## src/rtl/uctl_rst_seq_gen.sv

```systemverilog
// Reset-request sequencer: turns power-on, software and USB bus reset causes into
// stretched, staggered per-domain resets with a completion handshake.
module uctl_rst_seq_gen #(
  parameter int NUM_DOM   = 3,
  parameter int STRETCH_W = 8,
  parameter int GAP_CYC   = 4
) (
  input  logic                 clk,
  input  logic                 uctl_rst,
  input  logic                 sw_rst_req,
  input  logic                 bus_rst_req,
  input  logic [STRETCH_W-1:0] stretch_cnt,
  output logic [NUM_DOM-1:0]   dom_rst,
  output logic                 rst_busy,
  output logic                 rst_done,
  output logic [1:0]           rst_src
);

  localparam int GAP_W    = $clog2(NUM_DOM * GAP_CYC + 1);
  localparam int LAST_GAP = (NUM_DOM - 1) * GAP_CYC;

  typedef enum logic [1:0] {IDLE, ASSERT, RELEASE, DONE} state_t;

  state_t               state;
  logic [STRETCH_W-1:0] cnt;
  logic [STRETCH_W-1:0] stretch_q;
  logic [GAP_W-1:0]     gap;
  logic                 bus_q;
  logic                 req;
  logic                 restart;
  logic                 start;
  logic [1:0]           src_new;

  // Inside ASSERT a held bus reset only extends the stretch; only a fresh
  // software request or a new bus-reset edge restarts the count.
  assign req     = sw_rst_req | bus_rst_req;
  assign restart = sw_rst_req | (bus_rst_req & ~bus_q);
  assign start   = (state == ASSERT) ? restart : req;
  assign src_new = bus_rst_req ? 2'b10 : 2'b01;

  // NOTE: all state and outputs update with non-blocking assignments so every
  // branch below reads the pre-edge values, regardless of statement order.
  always_ff @(posedge clk) begin
    bus_q <= bus_rst_req;
    if (uctl_rst) begin
      state     <= ASSERT;
      cnt       <= '0;
      stretch_q <= stretch_cnt;
      gap       <= '0;
      dom_rst   <= '1;
      rst_busy  <= 1'b1;
      rst_done  <= 1'b0;
      rst_src   <= 2'b00;
    end else begin
      rst_done <= 1'b0;
      if (start) begin
        state     <= ASSERT;
        cnt       <= '0;
        stretch_q <= stretch_cnt;
        gap       <= '0;
        dom_rst   <= '1;
        rst_busy  <= 1'b1;
        rst_src   <= src_new;
      end else begin
        case (state)
          IDLE: begin
            dom_rst  <= '0;
            rst_busy <= 1'b0;
          end
          ASSERT: begin
            if (cnt == stretch_q && !bus_rst_req) begin
              state      <= RELEASE;
              gap        <= '0;
              dom_rst[0] <= 1'b0;
            end else if (cnt != stretch_q) begin
              cnt <= cnt + 1'b1;
            end
          end
          RELEASE: begin
            if (gap == GAP_W'(LAST_GAP)) begin
              state    <= DONE;
              rst_done <= 1'b1;
              rst_busy <= 1'b0;
            end else begin
              gap <= gap + 1'b1;
              // Domain i drops on the edge where the gap count reaches i*GAP_CYC.
              for (int i = 1; i < NUM_DOM; i++) begin
                if (int'(gap) + 1 == i * GAP_CYC) dom_rst[i] <= 1'b0;
              end
            end
          end
          DONE: begin
            state <= IDLE;
          end
          default: begin
            state <= IDLE;
          end
        endcase
      end
    end
  end

endmodule

```

## config.mk

```make
export PLATFORM = sky130hd
export DESIGN_NAME = uctl_rst_seq_gen
export DESIGN_NICKNAME = d
export VERILOG_FILES = /design/src/rtl/uctl_rst_seq_gen.sv
export SDC_FILE = /design/constraint.sdc
export NUM_CORES = 1
export LEC_CHECK = 0
export BUFFER_PORTS_ARGS = -buffer_cell sky130_fd_sc_hd__buf_2
export CORE_MARGIN = 2
export CORE_UTILIZATION = 49
export DETAILED_ROUTE_END_ITERATION = 8
export GPL_ROUTABILITY_DRIVEN = 0
export MAX_ROUTING_LAYER = met4
export PLACE_DENSITY_LB_ADDON = 0.2
export SYNTH_ARGS = -nofsm -noshare
export SYNTH_HDL_FRONTEND = slang
export SYNTH_SLANG_ARGS = --single-unit
```

## constraint.sdc

```tcl
create_clock -name clk -period 3.55 [get_ports clk]
set_input_delay 0.1775 -clock clk [delete_from_list [all_inputs] [get_ports clk]]
set_output_delay 0.1775 -clock clk [all_outputs]
set_load 0.01 [all_outputs]
```

==> summary.txt, run 1 <==
Status
  • Outcome: finished clean

Global route
  • Gr usage total: 0.180
  • First-pass GRT wire length: 4390 µm
  • Largest net degree at the start of global routing: 20
  • Initial antenna violation count: 0
  • Total grt overflow: 0
  • Number of global-route vias before repair: 1,013

CTS
  • Clk Tree Root Cell: clkbuf_4
  • Post-CTS sizing: 0
  • Clock latency on the worst-skew pair: approximately 0.32 ns
  • Hold-fix buffers at CTS: 0
  • Clock buffer count from CTS: 5
  • CTS H-tree depth: 2
  • Clock slew at reported path FFs: about 0.09 ns
  • Clk sinks: 30
  • # Post-CTS Setup Buffers: 0
  • CTS tree: built
  • CTS max path bufs: 2

Timing
  • Final setup vio count: 0
  • Slew headroom: 0.547
  • Fin Setup TNS: 0 ns
  • RSZ-0062 raised after global routing: no
  • Final min period: 2.25 ns
  • Final Hold Fails: 0
  • Final worst-path cycle share: 0.633
  • Fmax: between 400 and 500 MHz
  • WHS: around 0.024 ns
  • Slew Limit Fails: 0
  • Clk_skew: ~0.0064 ns
  • Worst slew pin tran: just under 0.7 ns

Floorplanning
  • Initial Util: 0.514
  • IO Count: 19
  • Vert. Die Dim: about 58 µm
  • Rows: 19
  • Die area: about 0.0033 mm²
  • CORE AREA: between 0.002 and 0.003 mm²
  • Die Span X: 57.8 µm

Route
  • Via density: 5.50
  • Via Count: between 1,000 and 1,500
  • WL/cell: roughly 13 µm
  • First DRT Iteration DRCs: 31
  • Final WL: 2430 µm
  • # DRC: 0
  • First-pass detailed-route iteration total: 4
  • Final ANT Viol Nets: 0

Cells and area
  • Layout Area Growth over Synthesis: 12.1%
  • Share of cells above drive strength 1: 0.221
  • Ant. Diodes: 0
  • Total Nets Final: ~180

Setup path
  • CP Launch Type: flop
  • Data arrival time of the worst path: 2.51 ns
  • Max FO, Critical Path: 19
  • Critical path endpoint category: flop
  • Critical R2R Launch: state[1]
  • Worst setup path startpoint: state[1]
  • Kind of critical path: reg2reg
  • Worst EP required: 3.81 ns

Worst hold path
  • Hold_sp: stretch_cnt[4]
  • HP Class: in2reg

Run
  • MaxCap Viol Count: 0

Power and ir drop
  • Power Dens Cells: around 380 mW/mm²
  • VDD IR max: 0.308 mV
  • Leakage: ~0.63 nW
  • Pwr Total: 0.608 mW

Yosys
  • Post-Syn Nets: between 150 and 200
  • Sequential fraction of the synthesis area: 0.480
  • Syn Inst Count: around 140
  • Mean post-synth cell area: roughly 10 µm²
  • Library cells used by synthesis: 41
  • Mapped cell area: ~0.0014 mm²
  • Yosys reg bits: 30
  • Synth warn: 0

Place
  • Post-detail-place hpwl: roughly 1800 µm
  • Number of I/O port buffers: 18
[path summary, 6_finish.rpt]
path	depth (start not counted)	slack [ns]	endpoint
worst max-delay path	6	1.30	gap[3]
worst min-delay path	1	0.02	stretch_q[4]
worst max register to register	6	1.30	gap[3]
worst min register to register	2	0.46	dom_rst[2]
[final cells by class]
cell class,count,area (µm²)
flip-flops and latches,30,681
repair buffers,18,90.1
well taps,31,38.8
fillers,249,1170
clock buffers,8,58.8
inverters,9,33.8
multi-input cells,98,687
[kinds of logic (layout without fill, tap and decap cells)]
group,Yosys count,in the layout,share of synthesized area
xor gates and xnor gates,12,12,0.0741
and+or+nand+nor,53,53,0.224
adders and majority gates,4,4,0.0353
muxes,2,2,0.0141
AOI/OAI and AO/OA,27,27,0.137
DFF,30,30,0.480
buffers and inverters,11,35,0.0353
[Yosys cell counts]
cell,instances,area share
nor2b_1,3,0.013
nand3_1,6,0.021
nand2_4,1,0.0079
o22ai_1,1,0.0044
or2b_1,3,0.016
nand2_1,11,0.029
nand2_2,1,0.0044
o21a_1,1,0.0053
nor3b_1,1,0.0053
ha_1,4,0.035
edfxtp_1,8,0.17
nor3_4,1,0.011
a2111oi_2,1,0.011
xor2_1,8,0.049
a2111oi_1,1,0.0071
mux2i_1,2,0.014
a21oi_1,9,0.032
a211oi_4,1,0.014
dfxtp_1,22,0.31
and2_1,1,0.0044
xnor2_1,4,0.025
and2b_4,1,0.0071
nor4_2,2,0.018
buf_6,1,0.0079
inv_1,8,0.021
o21ai_0,2,0.0071
buf_2,1,0.0035
a211o_1,3,0.019
nor3_1,2,0.0071
o21ai_1,6,0.021
o32ai_2,1,0.011
nand4_1,6,0.026
or3b_2,1,0.0062
nor2_1,7,0.019
nor4_1,1,0.0044
and3_2,1,0.0053
inv_2,1,0.0026
nand2b_1,2,0.0088
or3_1,1,0.0044
nand3b_1,1,0.0053
o211ai_1,1,0.0053
[placed cells by master, fill, tap and decap left out, drive strengths merged, types with 2 or more instances in the layout]
master	count
nand4	6
dfxtp	22
a2111oi	2
xnor2	4
nor2	7
nor2b	3
a21oi	9
a211o	3
nand2	13
xor2	8
inv	9
nand2b	2
nor4	3
ha	4
mux2i	2
nand3	6
clkbuf	8
buf	18
edfxtp	8
or2b	3
o21ai	8
nor3	3
[through the flow]
step | util | cells | worst slack (ns) | instance area, µm²
after global routing | 0.576 | 194 | 1.12 | 1590
after floorplan | - | 139 | 1.94 | 1420
after global placement | 0.555 | 186 | 1.40 | 1530
final | 0.576 | 194 | 1.30 | 1590
after detailed placement | 0.555 | 186 | 1.32 | 1530
after CTS | 0.576 | 194 | 1.29 | 1590
[per-layer routing]
metal | GRT usage | wire length (µm) | up-vias
li1 | - | - | 539
met1 | 0.233 | 1230 | 504
met2 | 0.256 | 1060 | 20
met3 | 0.0670 | 119 | 4
met4 | 0.0698 | 22 | 0
met5 | - | 0 | -
[sequential cells by signal, indices dropped and copies added (netlist names)]
register,cells
cnt,8
rst_src,2
rst_busy,1
gap,4
dom_rst,3
state,2
rst_done,1
bus_q,1
stretch_q,8
[critical path: stages (launching register included)]
cell and delay, ns:
dfxtp_1 0.37, and2b_4 0.30, nand2_4 0.06, a211oi_4 0.62, inv_2 0.33, or3_1 0.42
o21ai_1 0.08
[power by group]
| group | total [mW] | switching (mW) | internal (mW) |
|---|---|---|---|
| logic | 0.0339 | 0.0201 | 0.0138 |
| clock network | 0.208 | 0.111 | 0.0976 |
| registers | 0.366 | 0.00486 | 0.361 |
Power figures use the tool's default switching activity.
==> run 2: changes to the inputs <==
clock period = 2.05 ns   (was 3.55 ns; I/O delays follow)
==> run 2 against run 1 <==
Combinational power grew 130%. Maximum frequency rose by 33%. Critical path type unchanged. Cell area is 8.7% higher. Count of clock-buffer cells in the layout is 1 lower. Largest cell class unchanged. Sequential power increased by 73%. Clock skew fell by 0.0029 ns. Critical endpoint unchanged.
==> summary.txt, run 2 (synthesis results as in run 1) <==
Floorplanning
  • Die area: 0.00334 mm² (unchanged)
  • Initial Util: 0.514 (unchanged)
  • Rows: 19 (unchanged)
  • Die Span X: 57.8 µm (unchanged)
  • Vert. Die Dim: 57.8 µm (unchanged)
  • CORE AREA: 0.00276 mm² (unchanged)
  • IO Count: 19 (unchanged)

Worst hold path
  • HP Class: in2reg

Timing
  • Slew headroom: 0.724 (+0.177)
  • Setup WS post-layout: 0.360 ns (-0.942 ns)
  • RSZ-0062 raised after global routing: no
  • Fmax: 592 MHz (+33%)
  • Fin Setup TNS: 0 ns (unchanged)
  • Worst slew pin tran: 0.414 ns (-0.264 ns)
  • Final Hold Fails: 0 (unchanged)
  • Final min period: 1.69 ns (-0.558 ns)
  • Clk_skew: 0.00357 ns (-0.00287 ns)
  • Final worst-path cycle share: 0.824 (+0.191)
  • Slew Limit Fails: 0 (unchanged)
  • Final setup vio count: 0 (unchanged)

Setup path
  • Cell Chain, Critical Path: and2b_4 > nand2_4 > a211oi_4 > inv_2 > or3_1 > o21ai_1
  • Max FO, Critical Path: 19 (unchanged)
  • R2R Setup Slk: 0.36 ns (-0.94 ns)
  • Critical-path top delay cell: or3_1
  • Worst EP required: 2.33 ns (-1.48 ns)
  • Kind of critical path: reg2reg
  • Crit path largest cell delay: 0.39 ns (-0.23 ns)
  • Critical path endpoint category: flop
  • Data arrival time of the worst path: 1.97 ns (-0.54 ns)
  • CP Launch Type: flop

Cells and area
  • Total Nets Final: 191 (+7.3%)
  • Commonest non-fill, non-tap cell in the layout: dfxtp_1
  • Core Util, Final: 0.627 (+0.0504)
  • Most frequent cells in the layout: dfxtp_1 (22), buf_2 (18), nand2_1 (11)
  • Largest regs: cnt: 8 flops, stretch_q: 8 flops, gap: 4 flops
  • FILL cells: 242 (-2.8%)
  • Share of cells above drive strength 1: 0.222 (+0.000732)
  • Layout Area Growth over Synthesis: 21.9%
  • Ant. Diodes: 0 (unchanged)

Route
  • WL/cell: 12.6 µm (+0.55%)
  • Via density: 5.25 (-4.6%)
  • First DRT Iteration DRCs: 38 (+23%)
  • Via Count: 1,086 (+1.8%)
  • Final WL: 2610 µm (+7.3%)
  • Final ANT Viol Nets: 0 (unchanged)
  • # DRC: 0 (unchanged)
  • First-pass detailed-route iteration total: 4 (unchanged)

Status
  • Outcome: finished clean

Power and ir drop
  • Power Dens Cells: 679 mW/mm² (+77%)
  • VDD IR max: 0.658 mV (+110%)
  • Leakage: 0.699 nW (+10%)

CTS
  • CTS tree: built
  • Clk sinks: 30 (unchanged)
  • CTS max path bufs: 2 (unchanged)
  • Clk Tree Root Cell: clkbuf_4
  • Clock slew at reported path FFs: 0.09 ns (about the same)
  • Clock latency on the worst-skew pair: 0.33 ns (about the same)
  • CTS H-tree depth: 2 (unchanged)
  • Clock buffer count from CTS: 5 (unchanged)

Global route
  • Total grt overflow: 0 (unchanged)
  • Largest net degree at the start of global routing: 20 (unchanged)
  • Number of global-route vias before repair: 982 (-3.1%)
  • First-pass GRT wire length: 4330 µm (-1.4%)
  • Initial antenna violation count: 0 (unchanged)
  • Gr usage total: 0.179 (-0.000659)

Run
  • MaxCap Viol Count: 0 (unchanged)

Place
  • Number of I/O port buffers: 18 (unchanged)
  • Worst slack, placed: 0.366 ns (-0.950 ns)
  • Post-detail-place hpwl: 1800 µm (-1.4%)
## run 2: changes by cell type in the layout (fill, tap and decap cells not counted)
cell | previous run | this run
buf_4 | 0 | 3
clkbuf_8 | 1 | 0
bufinv_16 | 0 | 1
dlygate4sd3_1 | 0 | 10
## run 2: repair_timing
action / 4_1_cts / 5_1_grt
hold buffers: 10 / 0
endpoints found under the hold margin: 10 / 0
resized for setup: 0 / 0
buffers inserted: 0 / 0
## run 2: worst paths after layout
| check | from | to | depth (start not counted) |
|---|---|---|---|
| worst max-delay path | state[1] | gap[3] | 6 |
| worst max register to register | state[1] | gap[3] | 6 |
| worst min-delay path | sw_rst_req | rst_src[1] | 3 |
| worst min register to register | rst_busy | rst_busy | 2 |
## run 2: worst max-delay path: cells and delay by family (launching register included)
| family | cells | cell delay (ns) |
|---|---|---|
| and+or+nand+nor | 3 | 0.75 |
| DFF | 1 | 0.37 |
| AOI/OAI and AO/OA | 2 | 0.32 |
| buffers and inverters | 1 | 0.20 |
## run 2: metrics by stage
| step | area (µm²) | hold slack (ns) | power, mW | cells |
|---|---|---|---|---|
| after floorplan | 1420 | 0.130 | 0.685 | 139 |
| after global placement | 1550 | 0.279 | 0.709 | 189 |
| after detailed placement | 1550 | 0.281 | 0.712 | 189 |
| after CTS | 1730 | 0.111 | 1.18 | 207 |
| after global routing | 1730 | 0.133 | 1.22 | 207 |
| final | 1730 | 0.115 | 1.17 | 207 |
## run 2: final cells by class
cell class / instances / area (µm²) / share of cell area
Multi-Input combinational cell: 98 / 687 / 0.398
Tap cell: 31 / 38.8 / 0.0224
Clock inverter: 1 / 30.0 / 0.0174
Clock buffer: 7 / 45.0 / 0.0261
Inverter: 9 / 33.8 / 0.0196
Timing Repair Buffer: 31 / 213 / 0.123
Sequential cell: 30 / 681 / 0.394
## run 2: report_power, final
part	internal (mW)	total, mW	leakage [nW]	switching, mW
Combinational	0.0393	0.0771	0.399	0.0378
Sequential	0.625	0.634	0.261	0.00906
Clock	0.258	0.461	0.0395	0.203
Total	0.923	1.17	0.699	0.250
## run 2: layer usage
metal | part of all wire | GRT usage
met3 | 0.060 | 0.0692
met2 | 0.43 | 0.232
met5 | 0 | -
met1 | 0.49 | 0.241
met4 | 0.025 | 0.0930
==> run 3: changes to the inputs <==
clock period = 1.7 ns   (was 2.05 ns; I/O delays follow)
==> run 3 against run 2 <==
Worst hold slack lost 0.022 ns. Non-clock buffer count is 4 higher. Wire length grew 13%. Largest power group unchanged. Critical path depth unchanged. Largest cell class unchanged. Total power increased by 22%. First-iteration DRC count stayed put. Critical path type unchanged. Worst setup slack worse by 0.34 ns. Sequential cell count unchanged.
==> summary.txt, run 3 (synthesis results as in run 1) <==
Setup path
  • Kind of critical path: reg2reg
  • CP Launch Type: flop
  • Worst EP required: 1.94 ns (-0.39 ns)
  • Max FO, Critical Path: 6 (-13)
  • Critical path endpoint category: flop
  • Critical-path top delay cell: edfxtp_1
  • Data arrival time of the worst path: 1.92 ns (-0.05 ns)
  • RR Endpoint: cnt[7]
  • Worst setup path startpoint: stretch_q[5]
  • Critical R2R Launch: stretch_q[5]
  • R2R depth: 6 (unchanged)
  • R2R Setup Slk: 0.02 ns (-0.34 ns)
  • Cell Chain, Critical Path: xor2_1 > nor4_2 > buf_4 > a2111oi_4 > nand4_1 > mux2i_1
  • Crit path largest cell delay: 0.43 ns (+0.04 ns)

Power and ir drop
  • Switching Fraction: 0.220 (+0.00714)
  • Internal power: 1.11 mW (+21%)
  • Combinational share of power: 0.074 (+0.008)
  • VDD IR max: 0.585 mV (-11%)
  • Leakage: 0.723 nW (+3.4%)
  • Sequential Power Share: 0.536 (-0.005)
  • Pwr Total: 1.43 mW (+22%)
  • Clock share of power: 0.391 (-0.002)
  • Power Dens Cells: 796 mW/mm² (+17%)
  • Psw: 0.314 mW (+26%)

Timing
  • Final min period: 1.68 ns (-0.0129 ns)
  • Clk_skew: 0.0133 ns (+0.00978 ns)
  • RSZ-0062 raised after global routing: yes
  • Final Hold Fails: 0 (unchanged)
  • Final worst-path cycle share: 0.987 (+0.162)
  • Final setup vio count: 0 (unchanged)
  • Worst slew pin tran: 0.380 ns (-0.0335 ns)
  • Setup WS post-layout: 0.0227 ns (-0.337 ns)
  • Slew Limit Fails: 0 (unchanged)
  • Slew headroom: 0.746 (+0.0224)
  • Fmax: 596 MHz (+0.77%)

Global route
  • Number of global-route vias before repair: 1,120 (+14%)
  • First-pass GRT wire length: 4890 µm (+13%)
  • Gr usage total: 0.202 (+0.0222)
  • Initial antenna violation count: 0 (unchanged)
  • Total grt overflow: 0 (unchanged)
  • Largest net degree at the start of global routing: 17 (-15%)

Floorplanning
  • Die area: 0.00334 mm² (unchanged)
  • Initial Util: 0.514 (unchanged)
  • Die Span X: 57.8 µm (unchanged)
  • Rows: 19 (unchanged)
  • CORE AREA: 0.00276 mm² (unchanged)
  • Vert. Die Dim: 57.8 µm (unchanged)
  • IO Count: 19 (unchanged)

Route
  • Final ANT Viol Nets: 0 (unchanged)
  • WL/cell: 13.9 µm (+11%)
  • First-pass detailed-route iteration total: 4 (unchanged)
  • Final WL: 2940 µm (+13%)
  • Via density: 5.42 (+3.3%)
  • # DRC: 0 (unchanged)
  • Via Count: 1,143 (+5.2%)
  • First DRT Iteration DRCs: 38 (unchanged)

Run
  • MaxCap Viol Count: 0 (unchanged)

CTS
  • Clk sinks: 30 (unchanged)
  • CTS max path bufs: 2 (unchanged)
  • CTS H-tree depth: 2 (unchanged)
  • Clock slew at reported path FFs: 0.10 ns (about the same)
  • Clock latency on the worst-skew pair: 0.34 ns (about the same)
  • CTS tree: built
  • # Post-CTS Setup Buffers: 0 (unchanged)
  • Clock buffer count from CTS: 5 (unchanged)
  • Clk Tree Root Cell: clkbuf_4

Worst hold path
  • HP Class: in2reg
  • Hold_sp: sw_rst_req
  • Hold path cells: 3 (unchanged)
  • Worst hold endpoint: rst_src[1]

Cells and area
  • Layout Area Growth over Synthesis: 26.7%
  • FILL cells: 223 (-7.9%)
  • Total Nets Final: 195 (+2.1%)
  • Largest regs: cnt: 8 flops, stretch_q: 8 flops, gap: 4 flops
  • Share of cells above drive strength 1: 0.250 (+0.0284)
  • Commonest non-fill, non-tap cell in the layout: dfxtp_1
  • Non-filler instance count after layout: 211 (+1.9%)
  • Ant. Diodes: 0 (unchanged)
  • Most frequent cells in the layout: dfxtp_1 (22), buf_2 (18), nand2_1 (11)

Place
  • Number of I/O port buffers: 18 (unchanged)
  • Placed cell count: 193 (+2.1%)
  • Post-detail-place hpwl: 1960 µm (+9.2%)
  • Worst slack, placed: 0.0179 ns (-0.348 ns)

Status
  • Outcome: finished clean
==> run 3: cell types whose count changed in the layout (fill, tap and decap cells not counted) <==
| cell | change |
|---|---|
| a2111oi_1 | -1 |
| xor2_2 | +1 |
| clkinv_1 | +1 |
| clkbuf_1 | -1 |
| xor2_1 | -1 |
| buf_4 | +3 |
| buf_12 | +1 |
| a2111oi_4 | +1 |
==> run 3: what timing repair did <==
action	4_1_cts	5_1_grt
gates resized for setup	0	3
endpoints found under the setup margin	0	3
endpoints found under the hold margin	10	0
hold buffers	10	0
==> run 3: power groups by stage <==
stage / sequential [mW] / combinational, mW / clock, mW
after floorplan: 0.781 / 0.0444 / 0
after global placement: 0.780 / 0.0825 / 0
after detailed placement: 0.781 / 0.0855 / 0
after CTS: 0.764 / 0.103 / 0.563
after global routing: 0.767 / 0.116 / 0.591
final: 0.765 / 0.106 / 0.558
==> run 3: per-stage QoR <==
| step | hold slack, ns | utilization | cell area, µm² | TNS [ns] |
|---|---|---|---|---|
| finish | 0.0932 | 0.651 | 1800 | 0 |
| global placement | 0.261 | 0.578 | 1600 | 0 |
| detailed placement | 0.264 | 0.578 | 1600 | 0 |
| CTS | 0.0920 | 0.642 | 1770 | 0 |
| floorplan | 0.113 | - | 1420 | 0 |
| global route | 0.131 | 0.651 | 1800 | -0.0821 |
==> run 3: layout make-up <==
cell class | instances | area (µm²) | share of cell area
flip-flops and latches | 30 | 681 | 0.379
inverters | 9 | 33.8 | 0.0188
clock inverters | 2 | 33.8 | 0.0188
multi-input cells | 98 | 712 | 0.397
repair buffers | 35 | 255 | 0.142
clock buffers | 6 | 41.3 | 0.0230
well taps | 31 | 38.8 | 0.0216
==> run 3: critical path: cells and delay by family (launching register included) <==
kind	cells	cell delay, ns
compound gates	1	0.39
xor+xnor	1	0.23
buf+inv	1	0.17
flops	1	0.43
mux	1	0.14
simple gates	2	0.22
==> run 3: layer usage <==
metal  vias up  part of all wire  global-route usage  routed length (µm)
met5         -                 0                   -                   0
met4         0             0.027              0.0864                  80
met3         8             0.047              0.0603                 138
met2        30              0.45               0.304                1330
met1       531              0.47               0.252                1400
li1        574                 -                   -                   -
==> run 3: worst max-delay path by stage <==
stage                     endpoint  slack (ns)
after global routing        cnt[7]       -0.08
after detailed placement    cnt[7]        0.02
after global placement      cnt[7]        0.07
after CTS                   cnt[7]       0.005
after floorplan             gap[2]        0.09
final                       cnt[7]        0.02
